$ cat config.mk
export PLATFORM = sky130hd
export DESIGN_NAME = sample_clk_gen_flat
export DESIGN_NICKNAME = d
export VERILOG_FILES = /design/src/rtl/sample_clk_gen_if.sv /design/src/rtl/sample_clk_gen.sv /design/src/flat_wrapper.sv
export SDC_FILE = /design/constraint.sdc
export NUM_CORES = 1
export LEC_CHECK = 0
export ABC_AREA = 1
export CAP_MARGIN = 20
export CORE_AREA = 2 2 142 144
export CTS_CLUSTER_SIZE = 30
export DETAILED_ROUTE_END_ITERATION = 12
export DIE_AREA = 0 0 144 146
export SETUP_SLACK_MARGIN = 0.1
export SLEW_MARGIN = 20
export SYNTH_ARGS = -nofsm -noshare
export SYNTH_HDL_FRONTEND = slang
export SYNTH_SLANG_ARGS = --single-unit
$ cat constraint.sdc
create_clock -name clk_in -period 3.52 [get_ports clk_in]
set_clock_uncertainty 0.2 [all_clocks]
set_input_delay 0.528 -clock clk_in [delete_from_list [all_inputs] [get_ports clk_in]]
set_output_delay 0.528 -clock clk_in [all_outputs]
set_load 0.03 [all_outputs]
$ cat src/rtl/sample_clk_gen_if.sv
// ---------------------------------------------------------------------------
// sample_clk_gen_if
// Groups the control inputs and status outputs of sample_clk_gen.
//   en, sync_clr     : count enable and synchronous restart
//   sel, div_half    : requested rate code and custom half-period
//   clk_out          : generated sample clock (50% duty)
//   sample_stb       : one-cycle pulse on each clk_out rising edge
//   active_sel       : rate code currently applied (0 when stopped)
//   switch_pending   : requested code not yet applied
//   sample_count     : wrapping count of sample_stb pulses
// master = acquisition/control side, slave = the generator.
// ---------------------------------------------------------------------------
interface sample_clk_gen_if #(
  parameter int CNT_W  = 32,
  parameter int SCNT_W = 16
) ();
  logic              en;
  logic              sync_clr;
  logic [3:0]        sel;
  logic [CNT_W-1:0]  div_half;
  logic              clk_out;
  logic              sample_stb;
  logic [3:0]        active_sel;
  logic              switch_pending;
  logic [SCNT_W-1:0] sample_count;

  modport master (
    output en, sync_clr, sel, div_half,
    input  clk_out, sample_stb, active_sel, switch_pending, sample_count
  );

  modport slave (
    input  en, sync_clr, sel, div_half,
    output clk_out, sample_stb, active_sel, switch_pending, sample_count
  );
endinterface

$ cat src/rtl/sample_clk_gen.sv
// ---------------------------------------------------------------------------
// sample_clk_gen
// Divides clk_in down to one of ten standard sample rates (100 kSPS..100 SPS)
// or a custom rate given as a half-period in clk_in cycles. Rate changes are
// applied only at a rising-edge boundary, so clk_out never produces a runt.
// Ports:
//   clk_in : system clock
//   rst    : asynchronous active-low reset
//   bus    : sample_clk_gen_if.slave (controls, clock output and status)
// ---------------------------------------------------------------------------
module sample_clk_gen #(
  parameter longint unsigned CLK_FREQ_HZ = 100000000,
  parameter int              CNT_W       = 32,
  parameter int              SCNT_W      = 16
) (
  input  logic              clk_in,
  input  logic              rst,
  sample_clk_gen_if.slave   bus
);

  // Half-period for a table rate code; 0 marks codes that are not table rates.
  function automatic logic [CNT_W-1:0] rate_half(input int code);
    longint unsigned rate;
    case (code)
      1:       rate = 64'd100000;
      2:       rate = 64'd50000;
      3:       rate = 64'd20000;
      4:       rate = 64'd10000;
      5:       rate = 64'd5000;
      6:       rate = 64'd2000;
      7:       rate = 64'd1000;
      8:       rate = 64'd500;
      9:       rate = 64'd200;
      10:      rate = 64'd100;
      default: rate = 64'd0;
    endcase
    if (rate == 64'd0) return '0;
    return CNT_W'(CLK_FREQ_HZ / (64'd2 * rate));
  endfunction

  logic [CNT_W-1:0] half_tbl [16];

  for (genvar gi = 0; gi < 16; gi++) begin : g_half_tbl
    assign half_tbl[gi] = rate_half(gi);
  end

  // State
  logic [CNT_W-1:0]  cnt_q,    cnt_d;
  logic [CNT_W-1:0]  half_q,   half_d;    // shadow half-period of active code
  logic              clk_q,    clk_d;
  logic              stb_q,    stb_d;
  logic [3:0]        active_q, active_d;
  logic              pend_q,   pend_d;
  logic [SCNT_W-1:0] scnt_q,   scnt_d;

  // Requested code reduced to what it would apply: any code whose half-period
  // resolves to zero (invalid codes, custom with div_half=0) means stop.
  logic [CNT_W-1:0] half_eff;
  logic [3:0]       sel_eff;
  logic             at_term;

  always_comb begin
    half_eff = (bus.sel == 4'd15) ? bus.div_half : half_tbl[bus.sel];
    sel_eff  = (half_eff != '0) ? bus.sel : 4'd0;
  end

  // half_q is never zero while running, so H-1 cannot underflow.
  assign at_term = (cnt_q == (half_q - CNT_W'(1)));

  always_comb begin
    cnt_d    = cnt_q;
    half_d   = half_q;
    clk_d    = clk_q;
    stb_d    = 1'b0;
    active_d = active_q;
    pend_d   = pend_q;
    scnt_d   = scnt_q;

    if (bus.sync_clr) begin
      cnt_d    = '0;
      clk_d    = 1'b0;
      scnt_d   = '0;
      active_d = sel_eff;
      half_d   = half_eff;
      pend_d   = (sel_eff != active_q);
    end else if (bus.en) begin
      pend_d = (sel_eff != active_q);
      if (active_q == 4'd0) begin
        // Stopped: a valid code starts counting from zero right away.
        cnt_d = '0;
        if (sel_eff != 4'd0) begin
          active_d = sel_eff;
          half_d   = half_eff;
        end
      end else if (at_term) begin
        cnt_d = '0;
        if (clk_q) begin
          clk_d = 1'b0;
        end else if (sel_eff == 4'd0) begin
          // Stop lands on a rising boundary: suppress the edge entirely.
          active_d = 4'd0;
        end else begin
          // Rising boundary: adopt the requested code (and refresh the custom
          // shadow) so the high phase already runs at the new half-period.
          active_d = sel_eff;
          half_d   = half_eff;
          clk_d    = 1'b1;
          stb_d    = 1'b1;
          scnt_d   = scnt_q + SCNT_W'(1);
        end
      end else begin
        cnt_d = cnt_q + CNT_W'(1);
      end
    end
  end

  always_ff @(posedge clk_in or negedge rst) begin
    if (!rst) begin
      cnt_q    <= '0;
      half_q   <= '0;
      clk_q    <= 1'b0;
      stb_q    <= 1'b0;
      active_q <= 4'd0;
      pend_q   <= 1'b0;
      scnt_q   <= '0;
    end else begin
      cnt_q    <= cnt_d;
      half_q   <= half_d;
      clk_q    <= clk_d;
      stb_q    <= stb_d;
      active_q <= active_d;
      pend_q   <= pend_d;
      scnt_q   <= scnt_d;
    end
  end

  assign bus.clk_out        = clk_q;
  assign bus.sample_stb     = stb_q;
  assign bus.active_sel     = active_q;
  assign bus.switch_pending = pend_q;
  assign bus.sample_count   = scnt_q;

endmodule

$ cat src/flat_wrapper.sv
// flat-port wrapper written by rule: the top's interface ports become plain ports
module sample_clk_gen_flat 
#(
  parameter longint unsigned CLK_FREQ_HZ = 100000000,
  parameter int              CNT_W       = 32,
  parameter int              SCNT_W      = 16
)
  (clk_in, rst, bus_en, bus_sync_clr, bus_sel, bus_div_half, bus_clk_out, bus_sample_stb, bus_active_sel, bus_switch_pending, bus_sample_count);
  sample_clk_gen_if #(.CNT_W(CNT_W), .SCNT_W(SCNT_W)) bus_i ();
  input  logic clk_in;
  input  logic rst;
  input wire logic [$bits(bus_i.en)-1:0] bus_en;
  input wire logic [$bits(bus_i.sync_clr)-1:0] bus_sync_clr;
  input wire logic [$bits(bus_i.sel)-1:0] bus_sel;
  input wire logic [$bits(bus_i.div_half)-1:0] bus_div_half;
  output wire logic [$bits(bus_i.clk_out)-1:0] bus_clk_out;
  output wire logic [$bits(bus_i.sample_stb)-1:0] bus_sample_stb;
  output wire logic [$bits(bus_i.active_sel)-1:0] bus_active_sel;
  output wire logic [$bits(bus_i.switch_pending)-1:0] bus_switch_pending;
  output wire logic [$bits(bus_i.sample_count)-1:0] bus_sample_count;
  assign bus_i.en = bus_en;
  assign bus_i.sync_clr = bus_sync_clr;
  assign bus_i.sel = bus_sel;
  assign bus_i.div_half = bus_div_half;
  assign bus_clk_out = bus_i.clk_out;
  assign bus_sample_stb = bus_i.sample_stb;
  assign bus_active_sel = bus_i.active_sel;
  assign bus_switch_pending = bus_i.switch_pending;
  assign bus_sample_count = bus_i.sample_count;
  sample_clk_gen #(.CLK_FREQ_HZ(CLK_FREQ_HZ), .CNT_W(CNT_W), .SCNT_W(SCNT_W)) u_core (.clk_in(clk_in), .rst(rst), .bus(bus_i));
endmodule
; ---- Word level (Yosys, flattened, before mapping)
; Memory sizes are Yosys's and may differ from the RTL's.
; Index checks and enable logic that the tools add are counted.
[word_totals]
register_bits = 87
rom_bits = 512
input_bits = 40
output_inout_bits = 23
elab_cells = 73
mem_count = 1
[classes]
n_addsub = 3
order_cmp = 1
n_eq_ne = 9
n_mux = 40
bitwise_logic = 1
reduce_logical = 11
[memory_table]
columns = memory, depth, word_bits, read_ports, rd_clocked_by_memory_dff, wr, line_no
row1 = (name not given), 16, 32, 1, 0, 0, sample_clk_gen.sv:63  ; half_eff = (bus.sel == 4'd15) ? bus.div_half : half_tbl[bus.sel];
[op_table]
columns = cell, n
row1 = 32-bit 2-to-1 mux, 14
row2 = 16-bit 2-to-1 mux, 6
row3 = 32-bit by 1-bit adder with 32-bit output (second input constant), 1
row4 = 32-bit equality test, 1
row5 = 4-bit 2-to-1 mux, 8
row6 = 32-bit nonzero test, 1
row7 = 32-bit by 1-bit subtractor with 32-bit output (second input constant), 1
row8 = 16-bit by 1-bit adder with 16-bit output (second input constant), 1
row9 = 1-bit 2-to-1 mux, 12
row10 = 5-bit AND reduction, 2
row11 = 4-bit zero test, 2
row12 = 2-bit != test (second input constant), 3
row13 = 3-bit != test (second input constant), 2
row14 = 5-bit >= comparator (second input constant), 1
row15 = 4-bit inverter with 5-bit output, 1
row16 = 4-bit equality test (second input constant), 1
row17 = 4-bit != test, 1
row18 = 4-bit AND reduction, 1
row19 = 2-bit nonzero test, 2
row20 = 4-bit nonzero test, 1
row21 = 3-bit by 2-bit != test with 1-bit output (second input constant), 1
row22 = 3-bit AND reduction, 1
row23 = 3-bit nonzero test, 1

; ---- Longest topological paths before layout
[depth]
word_depth = 14
mapped_depth = 20

; ---- Least setup slack after synthesis
; No wires, ideal clock.
[synth_timing]
kind = input-to-reg
startpoint = input port bus_sel[0]
endpoint = register u_core.half_q[3]
setup_ns = 0.065
arrival_ns = 2.333
setup_slack_ns = 0.922
path_stages = 16
n_path_buf = 2
path_cell_list = ha_1 nand3_2 inv_1 buf_2 nand2_1 o211ai_1 nor2_1 nand2_1 nor2_1 nand3_1 o41ai_1 nand2_1 nand4_2 buf_2 nand2_1 nand2_1
[synth_via]
elab_chain_cells = 11
word_cells_on_any_way = 20
cone_classes = eq/ne: 3 / mux: 11 / bitwise: 1 / reduce/logical: 4 / memory: 1
[synth_lines]
columns = element, line_no
row1 = start: declaration, flat_wrapper.sv:14  ; input wire logic [$bits(bus_i.sel)-1:0] bus_sel;
row2 = branches (longest 11 deep; another with memory read 16 x 32 bit), --
row3 = end signal: assignment, sample_clk_gen.sv:128  ; half_q <= half_d;
row4 = end: declaration, sample_clk_gen.sv:49  ; logic [CNT_W-1:0] half_q, half_d;
; Several ways; the timed one is not identified. The select of a mux whose other input is x is not followed.
; A chain may end at the register's enable or synchronous reset.

; ---- Worst setup path in the final report
[layout_timing]
startpoint = register u_core.half_q[0]
endpoint = register u_core.half_q[4]
[layout_via]
elab_chain_cells = 4
[layout_lines]
columns = element, line_no
row1 = 32-bit by 1-bit subtractor with 32-bit output, sample_clk_gen.sv:68  ; assign at_term = (cnt_q == (half_q - CNT_W'(1)));
row2 = 32-bit equality test, sample_clk_gen.sv:68
row3 = 3-bit nonzero test (no line), --
row4 = 5-bit AND reduction (no line), --
; No other way between the ends.

==> impl_metrics.py <==
metrics = {
    "critical_path": {
        "critical_path.max_fanout": 59,
        "arrival_ns": 3.28,
        "crit_path_max_incr_delay_ns": 0.41,
        "setup.worst_path.start_class": "register",
        "critical_path_class": "register to register",
        "crit_top_cell": "nand2_1",
        "slowest_stage": "dfrtp_1",
        "path_cells": "inv_1 -> ha_1 -> nand3_2 -> inv_2 -> nand2_1 -> o21ai_2 -> nand2_1 -> nor2_1 -> nand2_1 -> nor2_1 -> nand3_2 -> a21oi_4 -> buf_12 -> nand4_1 -> nand2_1",
        "critPathCaptureType": "register",
        "crit_required_ns": 3.61,
    },
    "sta": {
        "worstMarginPinSlew_ns": 0.518,
        "maxSlewHeadroom_pct": 65.4,
        "fin_setup_tns_ns": 0,
        "whs_ns": -0.0147,
        "hold_violations": 15,
        "drv_slew": 0,
        "rsz0062_at_grt": "no",
        "layout_min_cycle_time_ns": 3.19,
        "finalSetupViolations": 0,
        "max_freq_ghz": 0.314,
        "finalCritPeriodShare_pct": 90.5,
    },
    "clock_tree": {
        "clkTransAtPathRegs_ns": 0.07,
        "cts_sinks": 87,
        "clock_latency_ns": 0.36,
        "post-cts-setup-buffer-count": 0,
        "cts-root-buf": "clkbuf_16",
        "cts.path.max_buffers": 2,
        "cts_max_level": 3,
        "cts_made_buffers": 9,
        "cts_tree": "built",
    },
    "drt": {
        "wl_per_cell_microns": 13.8,
        "routed_wl_mm": 19.0,
        "firstDrtPassIters": 5,
        "drc": 0,
        "vias": 6753,
        "drt_iter0_markers": 538,
        "ant_nets": 0,
        "vias_per_cell": 4.89,
    },
    "pwr": {
        "peakVddDrop_uv": 272,
        "power_mw": 3.35,
        "p_leak_nw": 4.11,
        "power.density_mw_per_mm2": 412,
    },
    "place": {
        "place_area_sq_mm": 0.00775,
        "port_buffers": 62,
        "dp_hpwl_mm": 14.6,
        "gp_congestion": 0.939,
    },
    "logic_synthesis": {
        "synth_enable_flop_cells": 0,
        "synth.most_common_cell": "nand2_1",
        "synth_top_area_share_pct": 32.3,
        "ys_types": 37,
        "synthArstFlopShare_pct": 100,
        "synth_area_sq_mm": 0.00673,
        "syn_area_per_cell_sq_um": 6.43,
        "synth_area_leader_cell": "dfrtp_1",
        "synth_nets": 1097,
        "synth_flop_cell": "dfrtp_1",
        "synthTopCellsByArea": "dfrtp_1 (32%), nand2_1 (18%), nor2_1 (9.9%)",
        "ys_seq_area_share_pct": 32.3,
        "ys_warn_count": 0,
        "netlist_instances": 1047,
        "synth_seq_cells": 87,
        "synth_common_cells": "nand2_1 (322), nor2_1 (178), inv_1 (112), dfrtp_1 (87), nand4_1 (69)",
    },
    "global_routing": {
        "grt_max_degree": 88,
        "grt_pass1_wl_mm": 32.0,
        "antenna_found_initial": 0,
        "grt_pass1_vias": 6413,
        "grtUsageTotal_pct": 19.0,
        "grt_remaining_overflow": 0,
    },
    "floorplan": {
        "coreArea_sq_mm": 0.0193,
        "start_util_pct": 34.8,
        "rows": 51,
        "die-area_sq_mm": 0.0210,
        "ioPinCount": 63,
        "chipWidth_microns": 144,
        "die-height_microns": 146,
    },
    "cells_and_area": {
        "stdcell_area_sq_mm": 0.00811,
        "finalCoreUtilization_pct": 42.0,
        "area_growth_pct": 20.5,
        "num-nets-final": 1161,
        "diodes": 0,
        "layout-drive-gt1-share_pct": 5.65,
    },
    "run_status": {
        "status": "finished, violations left",
        "violations": "negative hold slack",
    },
    "job": {
        "max_cap_violations": 0,
    },
    "worst_hold_path": {
        "holdCritPathClass": "input port to async pin",
    },
}
-- placed cells by master (no fill, tap or decap), types with 2 or more instances in the layout --
cell / Yosys / layout
o31ai_1: 2 / 2
ha_1: 10 / 10
nand3_2: 4 / 4
xnor2_1: 14 / 14
and2_1: 3 / 3
nand4_1: 69 / 69
a31oi_1: 2 / 2
inv_2: 3 / 3
buf_4: 4 / 19
inv_1: 112 / 112
xor2_1: 51 / 51
dfrtp_1: 87 / 87
nor2_2: 5 / 6
o21bai_1: 3 / 3
nor2_1: 178 / 177
buf_12: 0 / 4
nor4_1: 7 / 7
nand2_2: 4 / 3
clkinv_1: 2 / 2
or2_2: 4 / 4
o21ai_1: 6 / 5
bufinv_16: 0 / 3
nand3_1: 55 / 55
nor3b_1: 5 / 5
nand2_1: 322 / 322
o21ai_0: 18 / 18
nor3_1: 20 / 20
a21oi_1: 15 / 15
clkbuf_16: 0 / 9
nand3b_1: 7 / 7
clkdlybuf4s50_1: 0 / 61
-- state kept, by name (all words and copies together), names as in the netlist --
register and cells:
u_core.bus.active_sel 4, u_core.bus.clk_out 1, u_core.bus.sample_count 16, u_core.bus.sample_stb 1
u_core.bus.switch_pending 1, u_core.cnt_q 32, u_core.half_q 32
-- per-layer routing --
layer / global-route usage, % / up-vias / routed length, microns
met5: 0 / - / 0
met4: 6.03 / 0 / 325
met3: 2.80 / 23 / 840
met2: 29.8 / 150 / 8630
met1: 26.9 / 3111 / 9250
li1: - / 3469 / -
-- power by group --
part           switching, mW  total, mW  internal (mW)
sequential            0.0978       1.16           1.06
clock                  0.418       1.13          0.711
combinational          0.681       1.06          0.375
total                   1.20       3.35           2.15
-- worst max-delay path, delay by kind of cell (launching register included) --
family	cells	cell delay, ns
AOI/OAI and AO/OA	2	0.45
adders and majority gates	1	0.22
buffers and inverters	3	0.47
DFF	1	0.41
and+or+nand+nor	9	1.34
-- per-stage QoR --
stage,hold slack [ns],cells,worst slack (ns)
after floorplan,0.0324,1047,0.922
after global placement,0.311,1365,0.100
after detailed placement,0.315,1365,0.115
after CTS,0.0244,1380,0.362
after global routing,0.0218,1380,0.0994
final,-0.0147,1380,0.334
-- logic make-up after synthesis --
family | Yosys count | share of synthesized area (%)
AO/OA/AOI/OAI | 50 | 4.13
XOR/XNOR | 65 | 8.46
adder cells (fa/ha/maj) | 10 | 1.86
buffers and inverters | 148 | 8.74
flip-flops | 87 | 32.3
AND/OR/NAND/NOR | 687 | 44.5
-- what timing repair did --
action                                  in CTS  in global routing
hold buffers                                 0                  0
gates resized for setup                      0                  3
endpoints found under the setup margin       0                 17
hold endpoints to repair                     0                  0
-- cell type report --
| cell class | instances | area (sq um) |
|---|---|---|
| fillers | 2063 | 11200 |
| inverters | 117 | 439 |
| well taps | 265 | 332 |
| repair buffers | 84 | 833 |
| clock buffers | 10 | 239 |
| clock inverters | 5 | 106 |
| multi-input cells | 812 | 3990 |
| flip-flops and latches | 87 | 2180 |
-- worst paths after layout --
kind | start | end | slack, ns | cells after the start
min reg2reg | u_core.bus.switch_pending$_DFFE_PN0P_ | u_core.bus.switch_pending$_DFFE_PN0P_ | 0.33 | 2
max in group asynchronous | rst | u_core.cnt_q[11]$_DFFE_PN0P_ | 2.72 | 2
min in group clk_in | u_core.bus.switch_pending$_DFFE_PN0P_ | u_core.bus.switch_pending$_DFFE_PN0P_ | 0.33 | 2
max | u_core.half_q[0]$_DFFE_PN0P_ | u_core.half_q[4]$_DFFE_PN0P_ | 0.33 | 15
min | rst | u_core.half_q[30]$_DFFE_PN0P_ | -0.01 | 2
max reg2reg | u_core.half_q[0]$_DFFE_PN0P_ | u_core.half_q[4]$_DFFE_PN0P_ | 0.33 | 15
Power figures use the tool's default switching activity.
